File: src/rtl/mult_div_unit.sv
`default_nettype none
// ============================================================================
//  Module   : mult_div_unit
//  Purpose  : Sequential signed multiply / divide engine. Works on operand
//             magnitudes one bit per clock (shift-add multiply, restoring
//             divide), then applies the signs once in a fix-up cycle.
//             Results are presented on hi/lo with a one-cycle done pulse.
//  Revision : 1.0  initial release
// ============================================================================
module mult_div_unit #(
  parameter int WIDTH = 32
) (
  input  logic             clk,
  input  logic             reset,          // asynchronous, active low
  input  logic             Start_mult_div,
  input  logic             op,             // 0 = MULT, 1 = DIV
  input  logic [WIDTH-1:0] a,
  input  logic [WIDTH-1:0] b,
  output logic [WIDTH-1:0] hi,
  output logic [WIDTH-1:0] lo,
  output logic             mult_div_done,
  output logic             busy,
  output logic             div_zero
);

  localparam int CW = $clog2(WIDTH);

  localparam logic [2:0] S_IDLE    = 3'd0;
  localparam logic [2:0] S_RUN     = 3'd1;
  localparam logic [2:0] S_FIX     = 3'd2;
  localparam logic [2:0] S_DONE    = 3'd3;
  localparam logic [2:0] S_RELEASE = 3'd4;

  logic [2:0]         state_q, state_d;
  logic               op_q, op_d;
  logic               sa_q, sa_d;
  logic               sb_q, sb_d;
  // mag_q is the adder operand: |a| for MULT, |b| for DIV.
  logic [WIDTH-1:0]   mag_q, mag_d;
  // acc_q low half starts as the shifting operand: |b| for MULT, |a| for DIV.
  logic [2*WIDTH-1:0] acc_q, acc_d;
  logic [CW-1:0]      cnt_q, cnt_d;
  logic [WIDTH-1:0]   hi_q, hi_d;
  logic [WIDTH-1:0]   lo_q, lo_d;
  logic               div_zero_q, div_zero_d;

  logic [WIDTH-1:0]   a_mag, b_mag;
  logic [WIDTH:0]     mul_sum;
  logic [WIDTH:0]     div_rem;
  logic [WIDTH-1:0]   div_diff;
  logic [2*WIDTH-1:0] prod_neg;
  logic [WIDTH-1:0]   quo_neg, rem_neg, lo_neg;

  assign a_mag    = a[WIDTH-1] ? ('0 - a) : a;
  assign b_mag    = b[WIDTH-1] ? ('0 - b) : b;
  // MULT step: optional add of the multiplicand into the upper half, with carry.
  assign mul_sum  = acc_q[0] ? ({1'b0, acc_q[2*WIDTH-1:WIDTH]} + {1'b0, mag_q})
                             : {1'b0, acc_q[2*WIDTH-1:WIDTH]};
  // DIV step: remainder after the left shift needs WIDTH+1 bits to compare.
  assign div_rem  = acc_q[2*WIDTH-1:WIDTH-1];
  assign div_diff = div_rem[WIDTH-1:0] - mag_q;
  assign prod_neg = '0 - acc_q;
  assign quo_neg  = '0 - acc_q[WIDTH-1:0];
  assign rem_neg  = '0 - acc_q[2*WIDTH-1:WIDTH];
  assign lo_neg   = '0 - acc_q[WIDTH-1:0];

  // Next-state and datapath update for the accept / iterate / fix-up sequence.
  always_comb begin
    state_d    = state_q;
    op_d       = op_q;
    sa_d       = sa_q;
    sb_d       = sb_q;
    mag_d      = mag_q;
    acc_d      = acc_q;
    cnt_d      = cnt_q;
    hi_d       = hi_q;
    lo_d       = lo_q;
    div_zero_d = div_zero_q;
    case (state_q)
      S_IDLE: begin
        if (Start_mult_div) begin
          op_d    = op;
          sa_d    = a[WIDTH-1];
          sb_d    = b[WIDTH-1];
          mag_d   = op ? b_mag : a_mag;
          acc_d   = {{WIDTH{1'b0}}, (op ? a_mag : b_mag)};
          cnt_d   = '0;
          state_d = (op && (b == '0)) ? S_FIX : S_RUN;
        end
      end
      S_RUN: begin
        if (!Start_mult_div) begin
          state_d = S_IDLE;
        end else begin
          if (!op_q) begin
            acc_d = {mul_sum, acc_q[WIDTH-1:1]};
          end else if (div_rem >= {1'b0, mag_q}) begin
            acc_d = {div_diff, acc_q[WIDTH-2:0], 1'b1};
          end else begin
            acc_d = {div_rem[WIDTH-1:0], acc_q[WIDTH-2:0], 1'b0};
          end
          cnt_d = cnt_q + 1'b1;
          if (cnt_q == CW'(WIDTH - 1)) state_d = S_FIX;
        end
      end
      S_FIX: begin
        if (!Start_mult_div) begin
          state_d = S_IDLE;
        end else begin
          state_d    = S_DONE;
          div_zero_d = 1'b0;
          if (!op_q) begin
            {hi_d, lo_d} = (sa_q ^ sb_q) ? prod_neg : acc_q;
          end else if (mag_q == '0) begin
            // Divide by zero: the dividend magnitude is still in the low half.
            hi_d       = sa_q ? lo_neg : acc_q[WIDTH-1:0];
            lo_d       = {WIDTH{1'b1}};
            div_zero_d = 1'b1;
          end else begin
            lo_d = (sa_q ^ sb_q) ? quo_neg : acc_q[WIDTH-1:0];
            hi_d = sa_q ? rem_neg : acc_q[2*WIDTH-1:WIDTH];
          end
        end
      end
      S_DONE: begin
        state_d = S_RELEASE;
      end
      S_RELEASE: begin
        if (!Start_mult_div) state_d = S_IDLE;
      end
      default: begin
        state_d = S_IDLE;
      end
    endcase
  end

  // State and datapath registers with asynchronous active-low reset.
  always_ff @(posedge clk or negedge reset) begin
    if (!reset) begin
      state_q    <= S_IDLE;
      op_q       <= 1'b0;
      sa_q       <= 1'b0;
      sb_q       <= 1'b0;
      mag_q      <= '0;
      acc_q      <= '0;
      cnt_q      <= '0;
      hi_q       <= '0;
      lo_q       <= '0;
      div_zero_q <= 1'b0;
    end else begin
      state_q    <= state_d;
      op_q       <= op_d;
      sa_q       <= sa_d;
      sb_q       <= sb_d;
      mag_q      <= mag_d;
      acc_q      <= acc_d;
      cnt_q      <= cnt_d;
      hi_q       <= hi_d;
      lo_q       <= lo_d;
      div_zero_q <= div_zero_d;
    end
  end

  assign hi            = hi_q;
  assign lo            = lo_q;
  assign div_zero      = div_zero_q;
  assign mult_div_done = (state_q == S_DONE);
  assign busy          = (state_q == S_RUN) || (state_q == S_FIX);

endmodule
`default_nettype wire

File: config.mk
export PLATFORM = sky130hd
export DESIGN_NAME = mult_div_unit
export DESIGN_NICKNAME = d
export VERILOG_FILES = /design/src/rtl/mult_div_unit.sv
export SDC_FILE = /design/constraint.sdc
export NUM_CORES = 1
export LEC_CHECK = 0
export CORE_ASPECT_RATIO = 1.1
export CORE_MARGIN = 3
export CORE_UTILIZATION = 35
export CTS_CLUSTER_SIZE = 12
export DETAILED_ROUTE_END_ITERATION = 8
export PLACE_DENSITY = 0.53
export SETUP_SLACK_MARGIN = 0.4
export SYNTH_ARGS = -nofsm -noshare
export SYNTH_HDL_FRONTEND = slang
export SYNTH_SLANG_ARGS = --single-unit
File: constraint.sdc
create_clock -name clk -period 5.5 [get_ports clk]
set_clock_uncertainty 0.1 [all_clocks]
set_input_delay 1.375 -clock clk [delete_from_list [all_inputs] [get_ports clk]]
set_output_delay 1.375 -clock clk [all_outputs]
set_load 0.01 [all_outputs]
# After elaboration in Yosys (flattened, before gate mapping)
# Cells that the tools add are included.
classes:
  n_bitwise: 1
  reduce_logical: 10
  addsub: 8
  mux: 30
  n_lt_le_gt_ge: 1
  eq_ne: 9
op_table:
  columns: ["operator", "n"]
  rows:
  - ["$mux 32", 11]
  - ["$mux 64", 5]
  - ["$pmux 64 s2", 1]
  - ["$sub 1x32->32 const A", 4]
  - ["$logic_not 32->1", 2]
  - ["$sub 1x64->64 const A", 1]
  - ["$add 32x32->33", 1]
  - ["$ge 33x32->1", 1]
  - ["$mux 33", 1]
  - ["$sub 32x32->32", 1]
  - ["$pmux 3 s5", 1]
  - ["$mux 3", 4]
  - ["$mux 5", 2]
  - ["$pmux 5 s2", 1]
  - ["$eq 3x2->1 const B", 2]
  - ["$ne 2x2->1 const B", 3]
  - ["$reduce_and 3->1", 2]
  - ["$add 5x1->5 const B", 1]
  - ["$eq 5x5->1 const B", 1]
  - ["$mux 2", 2]
  - ["$reduce_and 2->1", 2]
  - ["$eq 3x1->1 const B", 1]
  - ["$eq 3x3->1 const B", 1]
  - ["$logic_not 3->1", 1]
  - ["other kinds (6)", 7]
totals:
  regBits: 172
  out_inout_bits: 67
  input_bits: 68
  wordCells: 69

# Depth between registers and ports, before layout
# Gate-level depths: netlist of the first run.
logic_depth:
  word_depth: 5
  mapped_depth: 16
  ltp_nobuf: 14

# Worst setup path before layout of the first run
# Ideal clock, no wire load.
synth_path:
  path_type: "input-to-reg"
  from: "input b[5]"
  to: "register acc_q[28]"
  cell_stages: 10
  setup_time_ns: 0.076
  arrival_ns: 4.073
  slack_ns: 1.250
  required_time_ns: 5.324
  path_buffers: 1
  path_cell_list: "or4_4 -> or4_1 -> or3_1 -> or4_1 -> clkbuf_1 -> o31ai_1 -> xnor2_1 -> nand2_1 -> a22o_1 -> o21ai_1"
synth_between:
  elab_chain_len: 5
synth_rtl:
  columns: ["element", "line", "rtl"]
  rows:
  - ["from (decl)", "18", "input logic [WIDTH-1:0] b,"]
  - ["$sub 1x32->32", "55", "assign b_mag = b[WIDTH-1] ? ('0 - b) : b;"]
  - ["$mux 32", "55", null]
  - ["$mux 32", "86", "acc_d = {{WIDTH{1'b0}}, (op ? a_mag : b_mag)};"]
  - ["$mux 64", "81", "if (Start_mult_div) begin"]
  - ["$pmux 64 s2", "79", "case (state_q)"]
  - ["to (signal assigned)", "145", "acc_q <= '0;"]
  - ["to (signal assigned)", "156", "acc_q <= acc_d;"]
  - ["to (decl)", "41", "logic [2*WIDTH-1:0] acc_q, acc_d;"]
# Every way passes these cells. The select of a mux whose other input is x is not followed.
# A chain may end at the register's enable or synchronous reset.

# Worst setup path in the final report of the first run
# Same ends and word-level chain as after synthesis.

==> results of run 1 <==
[metrics by stage]
stage | instance area [µm²] | hold WS, ns | std cells
floorplan | 16400 | 0.345 | 2165
global placement | 18100 | 0.359 | 2748
detailed placement | 18100 | 0.367 | 2748
CTS | 18700 | 0.385 | 2780
global route | 18700 | 0.407 | 2780
finish | 18700 | 0.380 | 2780
[metal layers]
metal / GRT usage (%) / wire length (µm) / vias to the layer above
li1: - / - / 7731
met1: 33.2 / 26900 / 7664
met2: 39.2 / 27900 / 574
met3: 3.24 / 3650 / 78
met4: 7.24 / 1590 / 0
met5: 0 / 0 / -
[registers in the layout, summed over array words and instances (netlist names)]
signal    count
lo           32
op_q          1
hi           32
mag_q        32
cnt_q         5
acc_q        64
div_zero      1
sb_q          1
sa_q          1
state_q       3
[cells by family (layout without fill, tap and decap cells)]
family                   count (synthesis)  after routing  synth area share, %
AO/OA/AOI/OAI                          718            718                 27.1
AND/OR/NAND/NOR                        669            669                 18.8
buffers and inverters                  241            268                 5.92
XOR/XNOR                               232            232                 12.4
flip-flops                             172            172                 26.3
adder cells (fa/ha/maj)                 72             72                 5.60
multiplexers                            61             61                 3.88
[area by class of cell]
class | instances | area (µm²)
Fill cell | 4755 | 27200
Multi-Input combinational cell | 1752 | 11100
Sequential cell | 172 | 4310
Timing Repair Buffer | 173 | 1630
Tap cell | 588 | 736
Clock buffer | 20 | 457
Inverter | 63 | 236
Clock inverter | 12 | 151
[layout by cell type, fill, tap and decap left out, types with 11 or more instances in the layout]
cell / n
nor2_1: 181
nand2b_1: 17
o21a_1: 13
o21ai_0: 186
o211ai_1: 41
nand4_1: 16
a21o_1: 31
nor4_1: 17
clkdlybuf4s50_1: 132
buf_4: 40
nand2_1: 290
dfrtp_1: 170
o31ai_1: 47
a211oi_1: 11
a31oi_1: 28
ha_1: 70
nand3_1: 20
inv_1: 62
xor2_1: 115
o21ai_1: 47
clkbuf_16: 17
xnor2_1: 115
or3_1: 25
or4_1: 18
a21oi_1: 218
nor3_1: 20
a22o_1: 11
mux2i_1: 50
[path summary, 6_finish.rpt]
kind | cells past startpoint | to | startpoint
max reg2reg | 12 | acc_q[46] | acc_q[45]
min | 2 | hi[4] | hi[4]
max in group asynchronous | 2 | hi[28] | reset
max | 10 | acc_q[28] | b[5]
min reg2reg | 2 | hi[4] | hi[4]
min in group asynchronous | 1 | acc_q[42] | reset
[where the power goes]
group	total [µW]	internal [µW]	leakage, µW	switching (µW)
logic	6450	2710	0.00539	3730
registers	2570	1710	0.00214	861
clock network	1310	706	0.000289	608
total	10300	5130	0.00781	5200
[worst max-delay path, stage by stage]
cell and delay, ns:
clkdlybuf4s50_1 0.48, or4_4 0.60, or4_1 0.45, or3_1 0.42
or4_1 0.60, o31ai_1 0.31, xnor2_1 0.18, nand2_1 0.08
a22o_1 0.23, o21ai_1 0.11
==> impl_metrics.yaml, run 1 <==
status:
  status: "finished, final reports clean"
sta:
  min_period_over_period_pct: 82.5
  hold_viol: 0
  finalSetupTns_ns: 0
  fin_ws_ns: 0.965
  fmax_ghz: 0.221
  post-route-min-period_ns: 4.53
  slew_violations: 0
  worstMarginPinSlew_ns: 1.09
  rsz0062_at_grt: "false"
  finalSetupViolCount: 0
  slew_headroom_pct: 26.8
clocking:
  cts_setup_buffers: 0
  cts.sinks: 172
  h-tree-depth: 4
  cts_tree: "yes"
  cts_made_buffers: 17
  insertion_delay_ns: 0.48
  cts-resized-gates: 0
  ctsHoldBuffers: 0
  cts.clk_slew.worst_paths_ns: 0.07
  clockRootBuffer: "clkbuf_16"
  clockBufferDepth: 2
logic_synthesis:
  syn-mean-instance-area_um2: 7.56
  syn_inst: 2165
  ys_types: 80
  ys_ff_latch: 172
  yosysWarnings: 0
  synth_area_leaders: "dfrtp_1 26%, a21oi_1 6.7%, nand2_1 6.7%"
  synthFlopType: "dfrtp_1"
  synth-edff-count: 0
  post-synth-top-count-cell: "nand2_1"
  ys_top_cells_by_count: "291 x nand2_1, 219 x a21oi_1, 186 x o21ai_0, 182 x nor2_1, 172 x dfrtp_1"
  syn_nets: 2305
  synth-seq-area-share_pct: 26.3
  synth.top_cell.area_share_pct: 26.3
  synth_largest_area_cell: "dfrtp_1"
  synth_area_mm2: 0.0164
  ys_async_sr_fraction_pct: 100
grt:
  grt.overflow.total: 0
  track_usage_pct: 24.1
  grt_first_pass_wirelength_um: 91300
  antenna_found_initial: 0
  grt_pass1_vias: 15119
  grt_max_degree: 83
critical_path:
  worst-path-max-fanout: 7
  reg2reg_setup_slack_ns: 1.16
  arrival_ns: 4.83
  critPathKind: "in -> reg"
  worstPathRequired_ns: 5.80
  critPathCaptureType: "flip-flop"
  startpoint_type: "input pin"
cells_and_area:
  antennaDiodeCount: 0
  fin_nets: 2319
  final_util_pct: 40.7
  drive_gt1_share_pct: 5.79
  area_growth_pct: 14.1
detailed_routing:
  first_iter_violations: 1405
  postRouteAntennaNets: 0
  drc_errors: 0
  routedWlPerCell_um: 21.6
  viasPerCell: 5.77
  dr_total_vias: 16047
  wl_um: 60100
  dr.pass1.iters: 5
floorplanning:
  initial_core_util_pct: 35.7
  die_h_um: 233
  coreArea_mm2: 0.0459
  num_io_pins: 135
  num_rows: 82
  die_w_um: 212
  die_area_mm2: 0.0494
power:
  p_per_area_mw_per_mm2: 553
  peakVddDrop_uv: 241
  p_leak_uw: 0.00781
  total_power_uw: 10300
placement:
  dp_slack_ns: 0.456
  place.gp.congestion: 0.964
  dp_hpwl_um: 45700
  portBuffers: 134
job:
  max_cap_viol_count: 0
min_path:
  worst_hold_path_type: "reg -> reg"
Power figures use the tool's default switching activity.
==> run 2: changes to the inputs <==
clock period = 4.7 ns   (was 5.5 ns; I/O delays follow)
==> run 2 against run 1 <==
Register-to-register slack got worse by 0.58 ns. Sequential power rose by 8.6%. Via count rose by 1.1%. Die area did not move. Clock power rose by 18%. Hold slack improved by 0.0021 ns. Final area rose by 1.9%. Largest power group unchanged.
==> impl_metrics.yaml, run 2 (synthesis results as in run 1) <==
sta:
  slew_violations: 0
  hold_ws_ns: 0.382
  post-route-min-period_ns: 4.17
  slew_headroom_pct: 28.8
  rsz0062_at_grt: "true"
  hold_viol: 0
  finalSetupViolCount: 0
  min_period_over_period_pct: 88.8
  worstMarginPinSlew_ns: 1.07
  fmax_ghz: 0.240
cells_and_area:
  area_growth_pct: 16.2
  largest_reg_flops: 64
  final_util_pct: 41.5
  n_fill_cell: 4670
  antennaDiodeCount: 0
  final_common_cell: "nand2_1"
  fin_nets: 2358
  layout_common_cells: "290 x nand2_1, 218 x a21oi_1, 186 x o21ai_0"
  drive_gt1_share_pct: 7.66
  top_register: "acc_q"
  register_area_mm2: 0.00431
  multi_input_area_mm2: 0.0112
clocking:
  h-tree-depth: 4
  cts_tree: "yes"
  cts.clk_slew.worst_paths_ns: 0.07
  cts.sinks: 172
  clockBufferDepth: 2
  clockRootBuffer: "clkbuf_16"
  ctsHoldBuffers: 0
  cts_made_buffers: 17
  insertion_delay_ns: 0.48
  cts_setup_buffers: 0
floorplanning:
  die_w_um: 212
  initial_core_util_pct: 35.7
  num_rows: 82
  die_h_um: 233
  num_io_pins: 135
  coreArea_mm2: 0.0459
  die_area_mm2: 0.0494
power:
  peakVddDrop_uv: 271
  p_per_area_mw_per_mm2: 644
  p_leak_uw: 0.00803
grt:
  grt_max_degree: 92
  track_usage_pct: 24.7
  grt_pass1_vias: 15417
  grt.overflow.total: 0
  antenna_found_initial: 0
  grt_first_pass_wirelength_um: 94300
detailed_routing:
  dr_total_vias: 16217
  first_iter_violations: 1408
  wl_um: 61400
  viasPerCell: 5.75
  routedWlPerCell_um: 21.8
  dr.pass1.iters: 5
  postRouteAntennaNets: 0
  drc_errors: 0
critical_path:
  startpoint_type: "input pin"
  arrival_ns: 4.48
  worstPathRequired_ns: 5.01
  worst-path-max-fanout: 6
  critPathCaptureType: "flip-flop"
  critPathKind: "in -> reg"
placement:
  dp_hpwl_um: 47300
  place.gp.congestion: 0.925
  portBuffers: 134
min_path:
  worst_hold_path_type: "reg -> reg"
job:
  max_cap_viol_count: 0
status:
  status: "finished, final reports clean"
==> run 2: layout make-up <==
type / count / area share [%]
Clock buffer: 17 / 2.24
Clock inverter: 15 / 1.01
Inverter: 63 / 1.24
Multi-Input combinational cell: 1752 / 58.7
Sequential cell: 172 / 22.7
Tap cell: 588 / 3.87
Timing Repair Buffer: 212 / 10.3
==> run 2: what timing repair did <==
action / in CTS / in global routing
pin swaps: 0 / 1
gates resized for setup: 1 / 3
endpoints found under the setup margin: 2 / 7
==> run 2: stage by stage <==
stage | TNS (ns) | setup WS (ns) | std cells | cell area [µm²] | power, µW
6_report | 0 | 0.528 | 2819 | 19000 | 12200
5_1_grt | 0 | 0.393 | 2819 | 19000 | 13200
4_1_cts | 0 | 0.463 | 2819 | 19000 | 12200
3_5_place_dp | -0.456 | -0.239 | 2787 | 18400 | 10600
3_3_place_gp | -0.404 | -0.206 | 2787 | 18400 | 10600
2_1_floorplan | 0 | 0.650 | 2165 | 16400 | 7920
==> run 2: path summary, 6_finish.rpt <==
kind	start	endpoint	slack [ns]	cells after the start
hold reg to reg	hi[25]	hi[25]	0.38	2
setup reg to reg	acc_q[1]	hi[30]	0.58	12
hold / removal	hi[25]	hi[25]	0.38	2
setup / recovery	b[5]	state_q[1]	0.53	9
max in group asynchronous	reset	sa_q	2.74	2
min in group asynchronous	reset	acc_q[59]	0.72	1
==> run 2: worst max-delay path, cell delays in order <==
cell and delay, ns:
clkdlybuf4s50_1 0.42, or4_4 0.58, or4_4 0.44, or3_1 0.38
or4_1 0.58, buf_4 0.21, nor4b_2 0.35, buf_4 0.19
o311a_1 0.14
==> run 2: routing by layer <==
layer  vias up  global-route usage (%)  routed length [µm]
met1      7794                    33.9               28000
met5         -                       0                   0
met3        90                    3.32                3160
li1       7795                       -                   -
met2       538                    40.7               28600
met4         0                    7.14                1600
==> run 2: power by group <==
part	internal, µW	switching [µW]
registers	2010	786
logic	3290	4620
clock network	772	767
==> run 3: changes to the inputs <==
SETUP_SLACK_MARGIN = default   (was 0.4)
==> run 3 against run 2 <==
Cell count stayed put. Hold slack about the same. Sequential cell count did not move. Combinational power is essentially flat. Sequential power barely moved. Non-clock buffer count unchanged. Clock power is essentially flat. Worst setup slack got worse by 0.25 ns. First-iteration DRC count grew 1.8%. Highest routed layer unchanged.
==> impl_metrics.yaml, run 3 (synthesis results as in run 1) <==
status:
  status: "finished, final reports clean"
critical_path:
  critPathKind: "in -> reg"
  startpoint_type: "input pin"
  worstPathRequired_ns: 5.01
  max_stage_delay_ns: 0.58
  crit_chain: "clkdlybuf4s50_1, or4_4, or4_1, or3_1, or4_1, buf_4, nor4b_1, buf_4, o311a_1"
  critical-path-top-delay-family: "simple AND/OR/NAND/NOR gates"
  worst-path-max-fanout: 6
  critPathCaptureType: "flip-flop"
  arrival_ns: 4.73
  crit_buf_inv: 3
  slowest_stage: "or4_4"
min_path:
  worst_hold_path_type: "reg -> reg"
floorplanning:
  num_io_pins: 135
  die_w_um: 212
  coreArea_mm2: 0.0459
  num_rows: 82
  initial_core_util_pct: 35.7
  die_h_um: 233
  die_area_mm2: 0.0494
power:
  switching_share_pct: 50.4
  p_per_area_mw_per_mm2: 644
  p_seq_share_pct: 22.8
  p_leak_uw: 0.00802
  p_clk_share_pct: 12.5
  total_power_uw: 12200
  internal_power_uw: 6070
  p_sw_uw: 6160
  peakVddDrop_uv: 272
  combPwrFrac_pct: 64.6
clocking:
  cts_tree: "yes"
  clockBufferDepth: 2
  cts.clk_slew.worst_paths_ns: 0.08
  insertion_delay_ns: 0.47
  cts.sinks: 172
  ctsHoldBuffers: 0
  h-tree-depth: 4
  cts_made_buffers: 17
  clockRootBuffer: "clkbuf_16"
  cts-resized-gates: 0
  cts_setup_buffers: 0
grt:
  grt_pass1_vias: 15414
  grt_max_degree: 92
  grt_first_pass_wirelength_um: 94300
  antenna_found_initial: 0
  grt.overflow.total: 0
  track_usage_pct: 24.7
sta:
  finalSetupViolCount: 0
  post-route-min-period_ns: 4.42
  fmax_ghz: 0.226
  rsz0062_at_grt: "false"
  finalSetupTns_ns: 0
  hold_viol: 0
  worstMarginPinSlew_ns: 1.07
  slew_headroom_pct: 28.8
  min_period_over_period_pct: 94.1
  slew_violations: 0
detailed_routing:
  wl_um: 61300
  dr_total_vias: 16201
  postRouteAntennaNets: 0
  dr.pass1.iters: 5
  first_iter_violations: 1433
  viasPerCell: 5.75
  routedWlPerCell_um: 21.7
  drc_errors: 0
cells_and_area:
  area_growth_pct: 16.1
  n_fill_cell: 4678
  top_register: "acc_q"
  fin_nets: 2358
  drive_gt1_share_pct: 7.49
  final_common_cell: "nand2_1"
  layout_common_cells: "290 x nand2_1, 218 x a21oi_1, 186 x o21ai_0"
  largest_reg_flops: 64
  antennaDiodeCount: 0
placement:
  portBuffers: 134
  dp_hpwl_um: 47300
  place.gp.congestion: 0.925
job:
  max_cap_viol_count: 0
[run 3: tightest hold or removal path, cell delays in order, from the launching register on]
cell     delay [ns]
dfrtp_1        0.34
nand2_1        0.05
o21ai_1        0.06
[run 3: layout make-up]
| type | count | area, µm² | area share, % |
|---|---|---|---|
| Sequential cell | 172 | 4310 | 22.7 |
| Clock inverter | 15 | 193 | 1.01 |
| Multi-Input combinational cell | 1752 | 11100 | 58.7 |
| Timing Repair Buffer | 212 | 1950 | 10.3 |
| Inverter | 63 | 236 | 1.24 |
| Clock buffer | 17 | 425 | 2.24 |
| Tap cell | 588 | 736 | 3.87 |
[run 3: power groups by stage]
stage                     combinational [µW]  clock, µW  sequential [µW]
after global placement                  7770          0             2800
after floorplan                         5430          0             2500
after CTS                               7850       1570             2790
after global routing                    8670       1630             2870
after detailed placement                7810          0             2810
final                                   7900       1530             2790
[run 3: path summary, 6_finish.rpt]
check	startpoint	end	slack, ns	cells past startpoint
max	b[5]	state_q[1]	0.28	9
min reg2reg	hi[25]	hi[25]	0.38	2
max in group asynchronous	reset	sa_q	2.73	2
max reg2reg	mag_q[1]	acc_q[49]	0.40	12
min in group asynchronous	reset	acc_q[59]	0.72	1
min	hi[25]	hi[25]	0.38	2
[run 3: stage by stage]
stage / instances / hold slack [ns] / setup WS, ns / util, % / instance area, µm²
6_report: 2819 / 0.382 / 0.278 / 41.4 / 19000
5_1_grt: 2819 / 0.405 / 0.150 / 41.4 / 19000
4_1_cts: 2819 / 0.385 / 0.258 / 41.4 / 19000
3_5_place_dp: 2787 / 0.367 / -0.239 / 40.1 / 18400
3_3_place_gp: 2787 / 0.357 / -0.206 / 40.1 / 18400
2_1_floorplan: 2165 / 0.345 / 0.650 / - / 16400
[run 3: routing by layer]
metal | share of wire (%) | global-route usage [%]
met1 | 45 | 33.9
met2 | 47 | 40.7
met3 | 5.3 | 3.32
met4 | 2.6 | 7.14
met5 | 0 | 0
==> RTL edit, RTL diff (config.mk and constraints of run 2) <==
`WIDTH`: 32 -> 16.
--- a/src/rtl/mult_div_unit.sv
+++ b/src/rtl/mult_div_unit.sv
@@ -9,5 +9,5 @@
 // ============================================================================
 module mult_div_unit #(
-  parameter int WIDTH = 32
+  parameter int WIDTH = 16
 ) (
   input  logic             clk,
Ports: changed (resized a, b, hi and lo); port bits go from 135 to 71. The function was not compared with the original's and may differ.
==> RTL edit against run 2 <==
- sequential cell count down 81
- wire length down 59%
- utilization down 0.50 points
- synthesized area down 50%
- critical path depth up 1
- setup slack better by 0.59 ns
- total power down 40%
- cell area down 51%
- critical path type is now register to register
==> RTL edit: results (changes against run 2) <==
Final layout
  – Share of layout cells above drive strength 1: 6.23% (-1.4 points)
  – ANT cells: 0 (unchanged)
  – Max reg flops: 32 (-50%)
  – Final #Nets: 1145 (-51%)
  – # fillers: 2435 (-48%)
  – Top reg by flops: acc_q

Clocking
  – Htree depth: 3 (-1)
  – Clock transition at path regs: 0.08 ns
  – Post_cts resized: 0 (-1)
  – Post-CTS Setup Bufs: 0 (unchanged)
  – Clock Path Buffers: 2 (unchanged)
  – Worst skew pair latency: 0.36 ns (-0.12 ns)
  – Num CTS Buffers: 9 (-8)
  – Root Driver: clkbuf_16

Pwr
  – Max IR drop VDD: 413 uV (+52%)
  – Leak: 3.99 nW (-50%)
  – Switching share of power: 50.3% (-0.15 points)

Global routing
  – Gr usage total: 20.6% (-4.2 points)
  – Vias in the first global route: 7290 (-53%)
  – Largest net degree at the start of global routing: 57 (-38%)
  – Global-route wire length before repair: 41.0 mm (-56%)
  – Initial antenna violation count: 0 (unchanged)

Placed design
  – Placed insts: 1359 (-51%)
  – HPWL Detailed: 19.2 mm (-59%)
  – Port Buffer Count: 70 (-48%)
  – GP Congestion: 0.915 (-1.1%)
  – Area after DPL: 9100 um2 (-50%)
  – Dpl ws: 0.837 ns (+1.08 ns)

Worst hold path
  – Hold WC Path Type: register to register

Setup path
  – Crit path DAT: 3.74 ns (-0.74 ns)
  – CP max FO: 11 (+5)

Drt
  – DRT Pass-1 Iters: 5 (unchanged)
  – Via/cell ratio: 5.46 (-5.1%)
  – Routed WL per cell: 18.4 um (-16%)
  – Initial detailed-routing violation count: 601 (-57%)
  – Final WL: 25.2 mm (-59%)

STA
  – Worst slew margin: 37.5% (+8.7 points)

Yosys
  – Netlist cell types: 77 (-3.8%)
  – Register area share after synthesis: 27.9% (+1.6 points)
  – Commonest cells in the netlist: nand2_1, nor2_1, o21ai_0
  – Syn avg cell area: 7.82 um2 (+3.4%)
  – YS warnings: 0 (unchanged)
  – Async SR Flop Fraction: 100% (unchanged)
  – Syn_nets: 1120 (-51%)
  – Top cells by area, synth: dfrtp_1, xnor2_1, o21ai_0, nand2_1, ha_1

Outcome
  – Outcome: completed
RTL edit: cell types whose count changed in the layout (fill, tap and decap cells not counted), moves of 64 or more:
cell     change
dfrtp_1     -80
o21ai_0     -85
nor2_1      -78
a21oi_1    -142
xor2_1      -64
nand2_1    -166
RTL edit: worst paths after layout:
| kind | cells after the start | to | slack [ns] | start |
|---|---|---|---|---|
| min reg2reg | 2 | hi[8] | 0.38 | hi[8] |
| min | 2 | hi[8] | 0.38 | hi[8] |
| min in group asynchronous | 1 | lo[8] | 0.79 | reset |
| max in group asynchronous | 2 | mag_q[9] | 2.92 | reset |
| max reg2reg | 10 | acc_q[19] | 1.12 | acc_q[24] |
| max | 10 | acc_q[19] | 1.12 | acc_q[24] |
RTL edit: worst max-delay path: stages (launching register included):
cell and delay (ns):
dfrtp_1 0.55, ha_1 0.50, nand4_1 0.22, or4_1 0.59, nand4b_1 0.11, nor3_1 0.08, o31ai_4 0.56, buf_4 0.29
mux2i_1 0.20, a221oi_1 0.10, a21o_1 0.18
RTL edit: layer usage:
layer / up-vias / GRT usage, % / part of all wire [%]
met5: - / 0 / 0
met1: 3580 / 28.2 / 46
met3: 29 / 2.67 / 3.5
met2: 159 / 34.7 / 49
met4: 0 / 4.30 / 1.4
li1: 3742 / - / -
RTL edit: area by class of cell:
class / count / area share, %
clock inverters: 7 / 0.706
repair buffers: 94 / 9.35
inverters: 38 / 1.52
multi-input cells: 836 / 57.8
well taps: 300 / 3.99
flip-flops and latches: 91 / 24.2
clock buffers: 9 / 2.40
RTL edit: metrics by stage:
stage / total power, mW / hold slack [ns] / util [%]
2_1_floorplan: 5.18 / 0.364 / -
3_3_place_gp: 6.59 / 0.362 / 39.7
3_5_place_dp: 6.62 / 0.370 / 39.7
4_1_cts: 7.39 / 0.388 / 41.0
5_1_grt: 8.09 / 0.406 / 41.0
6_report: 7.35 / 0.379 / 41.0
RTL edit: cells by family (layout without fill, tap and decap cells):
logic type	after synthesis	count (layout)	share of synthesized area, %
fa+ha+maj	39	39	6.15
simple gates	337	337	19.0
xor+xnor	110	110	11.8
mux	47	47	6.11
buf+inv	118	148	5.76
flops	91	91	27.9
compound gates	303	303	23.4
RTL edit: power groups by stage:
stage          clock [mW]  sequential, mW  combinational, mW
6_report            0.746            1.70               4.91
4_1_cts             0.765            1.70               4.92
2_1_floorplan           0            1.40               3.77
5_1_grt             0.793            1.77               5.53
3_3_place_gp            0            1.71               4.88
3_5_place_dp            0            1.71               4.90
